$ cat src/rtl/spi_ctrl_pkg.sv
// Shared definitions for the SPI command sequencer: FSM states, error codes
// and header word field positions.
package spi_ctrl_pkg;

  typedef enum logic [2:0] {
    ST_IDLE      = 3'd0,
    ST_WAIT_DATA = 3'd1,
    ST_BUS       = 3'd2,
    ST_TX_PUSH   = 3'd3,
    ST_ERR       = 3'd4
  } state_e;

  typedef enum logic [1:0] {
    ERR_NONE     = 2'd0,
    ERR_ACK_TO   = 2'd1,
    ERR_FRAME_TO = 2'd2,
    ERR_OVERRUN  = 2'd3
  } err_e;

  localparam int unsigned HDR_WR_BIT   = 15;
  localparam int unsigned HDR_LEN_MSB  = 11;
  localparam int unsigned HDR_LEN_LSB  = 8;
  localparam int unsigned HDR_ADDR_MSB = 7;
  localparam int unsigned HDR_ADDR_LSB = 0;

endpackage

$ cat src/rtl/spi_ctrl_timer.sv
// Saturating up-counter with synchronous clear; flags expiry once the count
// reaches LIMIT, i.e. after LIMIT+1 enabled cycles since the last clear.
module spi_ctrl_timer #(
  parameter logic [31:0] LIMIT = 32'd256
) (
  input  logic clk_i,
  input  logic rst_i,
  input  logic clr_i,
  input  logic en_i,
  output logic expired_o
);

  logic [31:0] cnt_q;
  logic [31:0] cnt_d;

  assign expired_o = (cnt_q >= LIMIT);

  always_comb begin
    cnt_d = cnt_q;
    if (clr_i) begin
      cnt_d = '0;
    end else if (en_i && !expired_o) begin
      cnt_d = cnt_q + 32'd1;
    end
  end

  always_ff @(posedge clk_i) begin
    if (rst_i) begin
      cnt_q <= '0;
    end else begin
      cnt_q <= cnt_d;
    end
  end

endmodule

$ cat src/rtl/spi_cmd_ctrl.sv
// Command sequencer behind the SPI slave: parses a header word and runs burst
// register reads/writes on a req/ack bus, streaming read data to the tx path.
module spi_cmd_ctrl
  import spi_ctrl_pkg::*;
#(
  parameter logic [31:0] ACK_TIMEOUT   = 32'd256,
  parameter logic [31:0] FRAME_TIMEOUT = 32'd4096,
  parameter logic        ADDR_INC      = 1'b1
) (
  input  logic        user_clk,
  input  logic        user_rst,
  input  logic        i_rx_evt,
  input  logic [15:0] i_rx_data,
  output logic        o_reg_req,
  output logic        o_reg_wr,
  output logic [7:0]  o_reg_addr,
  output logic [15:0] o_reg_wdata,
  input  logic        i_reg_ack,
  input  logic [15:0] i_reg_rdata,
  output logic        o_tx_valid,
  output logic [15:0] o_tx_data,
  input  logic        i_tx_ready,
  output logic        o_busy,
  output logic        o_done,
  output logic        o_err,
  output logic [1:0]  o_err_code
);

  state_e      state_q, state_d;
  logic        wr_q, wr_d;
  logic [3:0]  len_q, len_d;
  logic [3:0]  beat_q, beat_d;
  logic [7:0]  addr_q, addr_d;
  logic [15:0] wdata_q, wdata_d;
  logic [15:0] txd_q, txd_d;
  logic        pend_vld_q, pend_vld_d;
  logic [15:0] pend_data_q, pend_data_d;
  logic [1:0]  code_q, code_d;
  logic        done_q, done_d;
  logic        req_q, tx_valid_q, busy_q, err_q;
  logic        ack_exp, gap_exp;

  spi_ctrl_timer #(.LIMIT(ACK_TIMEOUT)) u_ack_tmr (
    .clk_i    (user_clk),
    .rst_i    (user_rst),
    .clr_i    (state_q != ST_BUS),
    .en_i     (state_q == ST_BUS),
    .expired_o(ack_exp)
  );

  spi_ctrl_timer #(.LIMIT(FRAME_TIMEOUT)) u_gap_tmr (
    .clk_i    (user_clk),
    .rst_i    (user_rst),
    .clr_i    (state_q != ST_WAIT_DATA),
    .en_i     (state_q == ST_WAIT_DATA),
    .expired_o(gap_exp)
  );

  always_comb begin
    state_d     = state_q;
    wr_d        = wr_q;
    len_d       = len_q;
    beat_d      = beat_q;
    addr_d      = addr_q;
    wdata_d     = wdata_q;
    txd_d       = txd_q;
    pend_vld_d  = pend_vld_q;
    pend_data_d = pend_data_q;
    code_d      = code_q;
    done_d      = 1'b0;
    unique case (state_q)
      ST_IDLE: begin
        if (i_rx_evt) begin
          wr_d    = i_rx_data[HDR_WR_BIT];
          len_d   = i_rx_data[HDR_LEN_MSB:HDR_LEN_LSB];
          addr_d  = i_rx_data[HDR_ADDR_MSB:HDR_ADDR_LSB];
          beat_d  = '0;
          state_d = i_rx_data[HDR_WR_BIT] ? ST_WAIT_DATA : ST_BUS;
        end
      end
      ST_WAIT_DATA: begin
        // A buffered word goes first; a word arriving now refills the buffer.
        if (pend_vld_q) begin
          wdata_d    = pend_data_q;
          pend_vld_d = i_rx_evt;
          if (i_rx_evt) pend_data_d = i_rx_data;
          state_d    = ST_BUS;
        end else if (i_rx_evt) begin
          wdata_d = i_rx_data;
          state_d = ST_BUS;
        end else if (gap_exp) begin
          code_d  = ERR_FRAME_TO;
          state_d = ST_ERR;
        end
      end
      ST_BUS: begin
        if (i_reg_ack) begin
          if (ADDR_INC) addr_d = addr_q + 8'd1;
          if (wr_q) begin
            beat_d = beat_q + 4'd1;
            if (beat_q == len_q) begin
              state_d = ST_IDLE;
              done_d  = 1'b1;
            end else begin
              state_d = ST_WAIT_DATA;
            end
          end else begin
            txd_d   = i_reg_rdata;
            state_d = ST_TX_PUSH;
          end
        end else if (ack_exp) begin
          code_d  = ERR_ACK_TO;
          state_d = ST_ERR;
        end
        if (wr_q && i_rx_evt) begin
          if (pend_vld_q) begin
            code_d  = ERR_OVERRUN;
            state_d = ST_ERR;
            done_d  = 1'b0;
          end else begin
            pend_vld_d  = 1'b1;
            pend_data_d = i_rx_data;
          end
        end
      end
      ST_TX_PUSH: begin
        if (i_tx_ready) begin
          beat_d = beat_q + 4'd1;
          if (beat_q == len_q) begin
            state_d = ST_IDLE;
            done_d  = 1'b1;
          end else begin
            state_d = ST_BUS;
          end
        end
      end
      ST_ERR: begin
        state_d = ST_IDLE;
      end
      default: begin
        state_d = ST_IDLE;
      end
    endcase
    // Words left over at the end of a burst are never carried into the next one.
    if (state_d == ST_IDLE) pend_vld_d = 1'b0;
  end

  always_ff @(posedge user_clk) begin
    if (user_rst) begin
      state_q     <= ST_IDLE;
      wr_q        <= 1'b0;
      len_q       <= '0;
      beat_q      <= '0;
      addr_q      <= '0;
      wdata_q     <= '0;
      txd_q       <= '0;
      pend_vld_q  <= 1'b0;
      pend_data_q <= '0;
      code_q      <= ERR_NONE;
      done_q      <= 1'b0;
      req_q       <= 1'b0;
      tx_valid_q  <= 1'b0;
      busy_q      <= 1'b0;
      err_q       <= 1'b0;
    end else begin
      state_q     <= state_d;
      wr_q        <= wr_d;
      len_q       <= len_d;
      beat_q      <= beat_d;
      addr_q      <= addr_d;
      wdata_q     <= wdata_d;
      txd_q       <= txd_d;
      pend_vld_q  <= pend_vld_d;
      pend_data_q <= pend_data_d;
      code_q      <= code_d;
      done_q      <= done_d;
      req_q       <= (state_d == ST_BUS);
      tx_valid_q  <= (state_d == ST_TX_PUSH);
      busy_q      <= (state_d != ST_IDLE);
      err_q       <= (state_d == ST_ERR);
    end
  end

  assign o_reg_req   = req_q;
  assign o_reg_wr    = wr_q;
  assign o_reg_addr  = addr_q;
  assign o_reg_wdata = wdata_q;
  assign o_tx_valid  = tx_valid_q;
  assign o_tx_data   = txd_q;
  assign o_busy      = busy_q;
  assign o_done      = done_q;
  assign o_err       = err_q;
  assign o_err_code  = code_q;

endmodule

$ cat config.mk
export PLATFORM = sky130hd
export DESIGN_NAME = spi_cmd_ctrl
export DESIGN_NICKNAME = d
export VERILOG_FILES = /design/src/rtl/spi_ctrl_pkg.sv /design/src/rtl/spi_ctrl_timer.sv /design/src/rtl/spi_cmd_ctrl.sv
export SDC_FILE = /design/constraint.sdc
export NUM_CORES = 1
export LEC_CHECK = 0
export CAP_MARGIN = 20
export CORE_UTILIZATION = 45
export CTS_CLUSTER_SIZE = 30
export DETAILED_ROUTE_END_ITERATION = 10
export PLACE_DENSITY = 0.69
export SLEW_MARGIN = 30
export SYNTH_ARGS = -nofsm -noshare
export SYNTH_HDL_FRONTEND = slang
export SYNTH_SLANG_ARGS = --single-unit
export TNS_END_PERCENT = 100
$ cat constraint.sdc
create_clock -name user_clk -period 2 [get_ports user_clk]
set_input_delay 0.2 -clock user_clk [delete_from_list [all_inputs] [get_ports user_clk]]
set_output_delay 0.2 -clock user_clk [all_outputs]
set_load 0.02 [all_outputs]
==> out/qor.csv <==
metric;value;unit
cap_viol_max_count;0;
final-max-slew-violation-count;0;
cts.path.max_buffers;2;
cp.arrival;2150;ps
synth.net_count;629;
most_common_cell_in_the_netlist;sky130_fd_sc_hd__dfxtp_1;
p_clk_share;47.0;%
avgRoutedWirePerCell;13.8;microns
drt-initial-drc-count;157;
cts_hold_repair.buffers;0;
p_comb_share;9.9;%
synth-seq-cells;140;
layout-drive-gt1-share;9.84;%
synthesis.area;5480;sq um
wirelength;11500;microns
clock_tree.root_cell;sky130_fd_sc_hd__clkbuf_16;
cts_inserted_buffers;17;
muxShareOfSynthArea;6.94;%
achievable-frequency;554;MHz
crit_type;register to register;
max_slew_margin;69.5;%
dominant_combinational_cell_family_by_area_after_synthesis;simple AND/OR/NAND/NOR gates;
ys.warnings.count;0;
postSynth.asyncResetShare;0;%
portBuffers;84;
top_level_ports;85;
rows;39;
synth.area.top_cells;sky130_fd_sc_hd__dfxtp_1 (51%), sky130_fd_sc_hd__mux2i_1 (6.9%), sky130_fd_sc_hd__and2_1 (5.7%), sky130_fd_sc_hd__nor2_1 (5.2%), sky130_fd_sc_hd__nand2_1 (4.1%);
place_ws;19.5;ps
post_synth_most_frequent_cells;sky130_fd_sc_hd__dfxtp_1 (140), sky130_fd_sc_hd__nor2_1 (76), sky130_fd_sc_hd__nand2_1 (60);
utilization;61.3;%
layout_setup_ws;196;ps
core_region_area;11700;sq um
vdd.ir_drop.worst;0.000569;V
final_hold_viol_count;0;
synth_cells;586;
starting_density_of_the_core;47.0;%
clock_insertion_delay_worst_skew;410;ps
crit_path_end_kind;register;
most_used_flip_flop_cell_after_synthesis;sky130_fd_sc_hd__dfxtp_1;
power_per_cell_area;951;nW/um^2
final.min_clock_period;1800;ps
cts_post_setup_buffers_inserted;0;
timing.critical_path.required;2350;ps
global_route_wire_length_before_repair;19600;microns
synthSimpleGateAreaFrac;23.8;%
top_layer;met4;
rsz_0062_raised_after_global_routing;no;
holdCritPathClass;input pin to register;
tritoncts;yes;
finish.instance_area;7150;sq um
area_after_detailed_placement;6530;sq um
worst_setup_path_start_kind;register;
total_routing_usage_reported_by_global_routing;19.5;%
wl_met3;459;microns
p_sw_share;22.0;%
fin_tns_setup;0;ps
wl_met1;5350;microns
die_w;112;microns
fill_cells;976;
post_route_hold_slack;199;ps
areaGrowthSynthToFinish;30.5;%
finalSetupViolations;0;
clkSinkCount;140;
gp_congestion;0.837;
cellLeakagePower;2.85;nW
sequentialPowerShare;43.1;%
total_die_area;12600;sq um
number_of_remaining_drc_errors;0;
worst_pin_slew;454;ps
grt_pass1_vias;4168;
detail-route-antenna-nets;0;
internal-power;5.31;mW
netSwitchingPower;1.50;mW
post_synth_fa_ha_maj_area_fraction;1.37;%
cts_max_level;4;
via_count;4253;
height_of_the_die;112;microns
multi_input_logic_area;2500;sq um
yosys.area_share.xor_xnor;3.99;%
finalCritPeriodShare;90.2;%
fraction_of_the_mapped_netlist_area_in_compound_gates;9.24;%
grt_overflow;0;
yosys.area.top_type;sky130_fd_sc_hd__dfxtp_1;
antenna_found_initial;0;
synth_sequential_area_ratio;51.1;%
viasPerCell;5.10;
cp_max_fo;9;
final_net_count;722;
edff_count_synth;0;
dp.final_hpwl;8020;microns
cts.reportedPaths.clkPinSlew;50;ps
skew;8.20;ps
synthDistinctLibCells;51;
grt_start_max_net_pins;42;
status;complete, no violations;
drtPass1Iterations;4;
dr_wl_met2;5610;microns
diodes;0;
yosys.area.top_type_share;51.1;%
syn_avg_cell_area;9.36;sq um
final-seq-area;2800;sq um
## flip-flops by register name, summed over array words and instances (netlist names)
signal,count
pend_vld_q,1
len_q,4
o_err_code,2
o_reg_wr,1
o_done,1
u_gap_tmr.cnt_q,32
beat_q,4
o_busy,1
o_reg_wdata,16
pend_data_q,16
o_reg_req,1
o_tx_data,16
o_reg_addr,8
state_q,3
u_ack_tmr.cnt_q,32
o_tx_valid,1
o_err,1
## through the flow
| stage | total power [mW] | instances |
|---|---|---|
| 3_3_place_gp | 3.65 | 803 |
| 3_5_place_dp | 3.66 | 803 |
| 2_1_floorplan | 3.36 | 586 |
| 4_1_cts | 6.88 | 834 |
| 5_1_grt | 7.09 | 834 |
| 6_report | 6.81 | 834 |
## per-layer routing
layer	GRT usage, %	vias up
met5	0	-
met2	32.5	93
li1	-	2184
met4	9.16	0
met3	5.45	11
met1	23.5	1965
## worst paths after layout
kind | start | endpoint | slack [ps] | cells past startpoint
worst min-delay path | user_rst | state_q[0] | 200 | 3
worst max register to register | u_gap_tmr.cnt_q[23] | pend_vld_q | 200 | 6
worst max-delay path | u_gap_tmr.cnt_q[23] | pend_vld_q | 200 | 6
worst min register to register | o_tx_data[11] | o_tx_data[11] | 450 | 2
## cells in the final DEF, fill, tap and decap left out, types with 12 or more instances in the layout
cell,count
sky130_fd_sc_hd__a21oi_1,27
sky130_fd_sc_hd__buf_4,19
sky130_fd_sc_hd__xor2_1,19
sky130_fd_sc_hd__nand2_1,60
sky130_fd_sc_hd__and2_1,50
sky130_fd_sc_hd__clkdlybuf4s50_1,83
sky130_fd_sc_hd__a211oi_1,16
sky130_fd_sc_hd__clkbuf_16,17
sky130_fd_sc_hd__dfxtp_1,139
sky130_fd_sc_hd__nor2_1,75
sky130_fd_sc_hd__mux2i_1,38
sky130_fd_sc_hd__nand3_1,12
## power by group through the flow
stage	Sequential [mW]	Combinational (mW)	Clock, mW
4_1_cts	2.93	0.669	3.28
5_1_grt	2.94	0.732	3.41
6_report	2.94	0.671	3.20
2_1_floorplan	3.04	0.317	0
3_3_place_gp	2.99	0.653	0
3_5_place_dp	2.99	0.665	0
## critical path: stages (launching register included)
cell,delay [ps]
sky130_fd_sc_hd__dfxtp_1,300
sky130_fd_sc_hd__nor4_1,310
sky130_fd_sc_hd__nand3_1,280
sky130_fd_sc_hd__nor2_4,280
sky130_fd_sc_hd__a311oi_1,150
sky130_fd_sc_hd__or2_1,260
sky130_fd_sc_hd__a31oi_1,160
## cells by family (layout without fill, tap and decap cells)
kind of cell / after synthesis / in the layout
and+or+nand+nor: 257 / 257
DFF: 140 / 140
AOI/OAI and AO/OA: 79 / 79
buffers and inverters: 41 / 146
muxes: 38 / 38
xor gates and xnor gates: 25 / 25
adders and majority gates: 6 / 6
## repair_timing
item                       4_1_cts  5_1_grt
setup endpoints to repair        0        6
hold endpoints to repair         0        0
resized for setup                0        4
## cell type report
class                           count  area share, %
Clock buffer                       24           7.01
Timing Repair Buffer              105           14.2
Clock inverter                      7           1.54
Inverter                           10          0.525
Sequential cell                   140           39.2
Tap cell                          143           2.50
Multi-Input combinational cell    405           35.0
No activity file was read; power rests on OpenSTA's default activity.
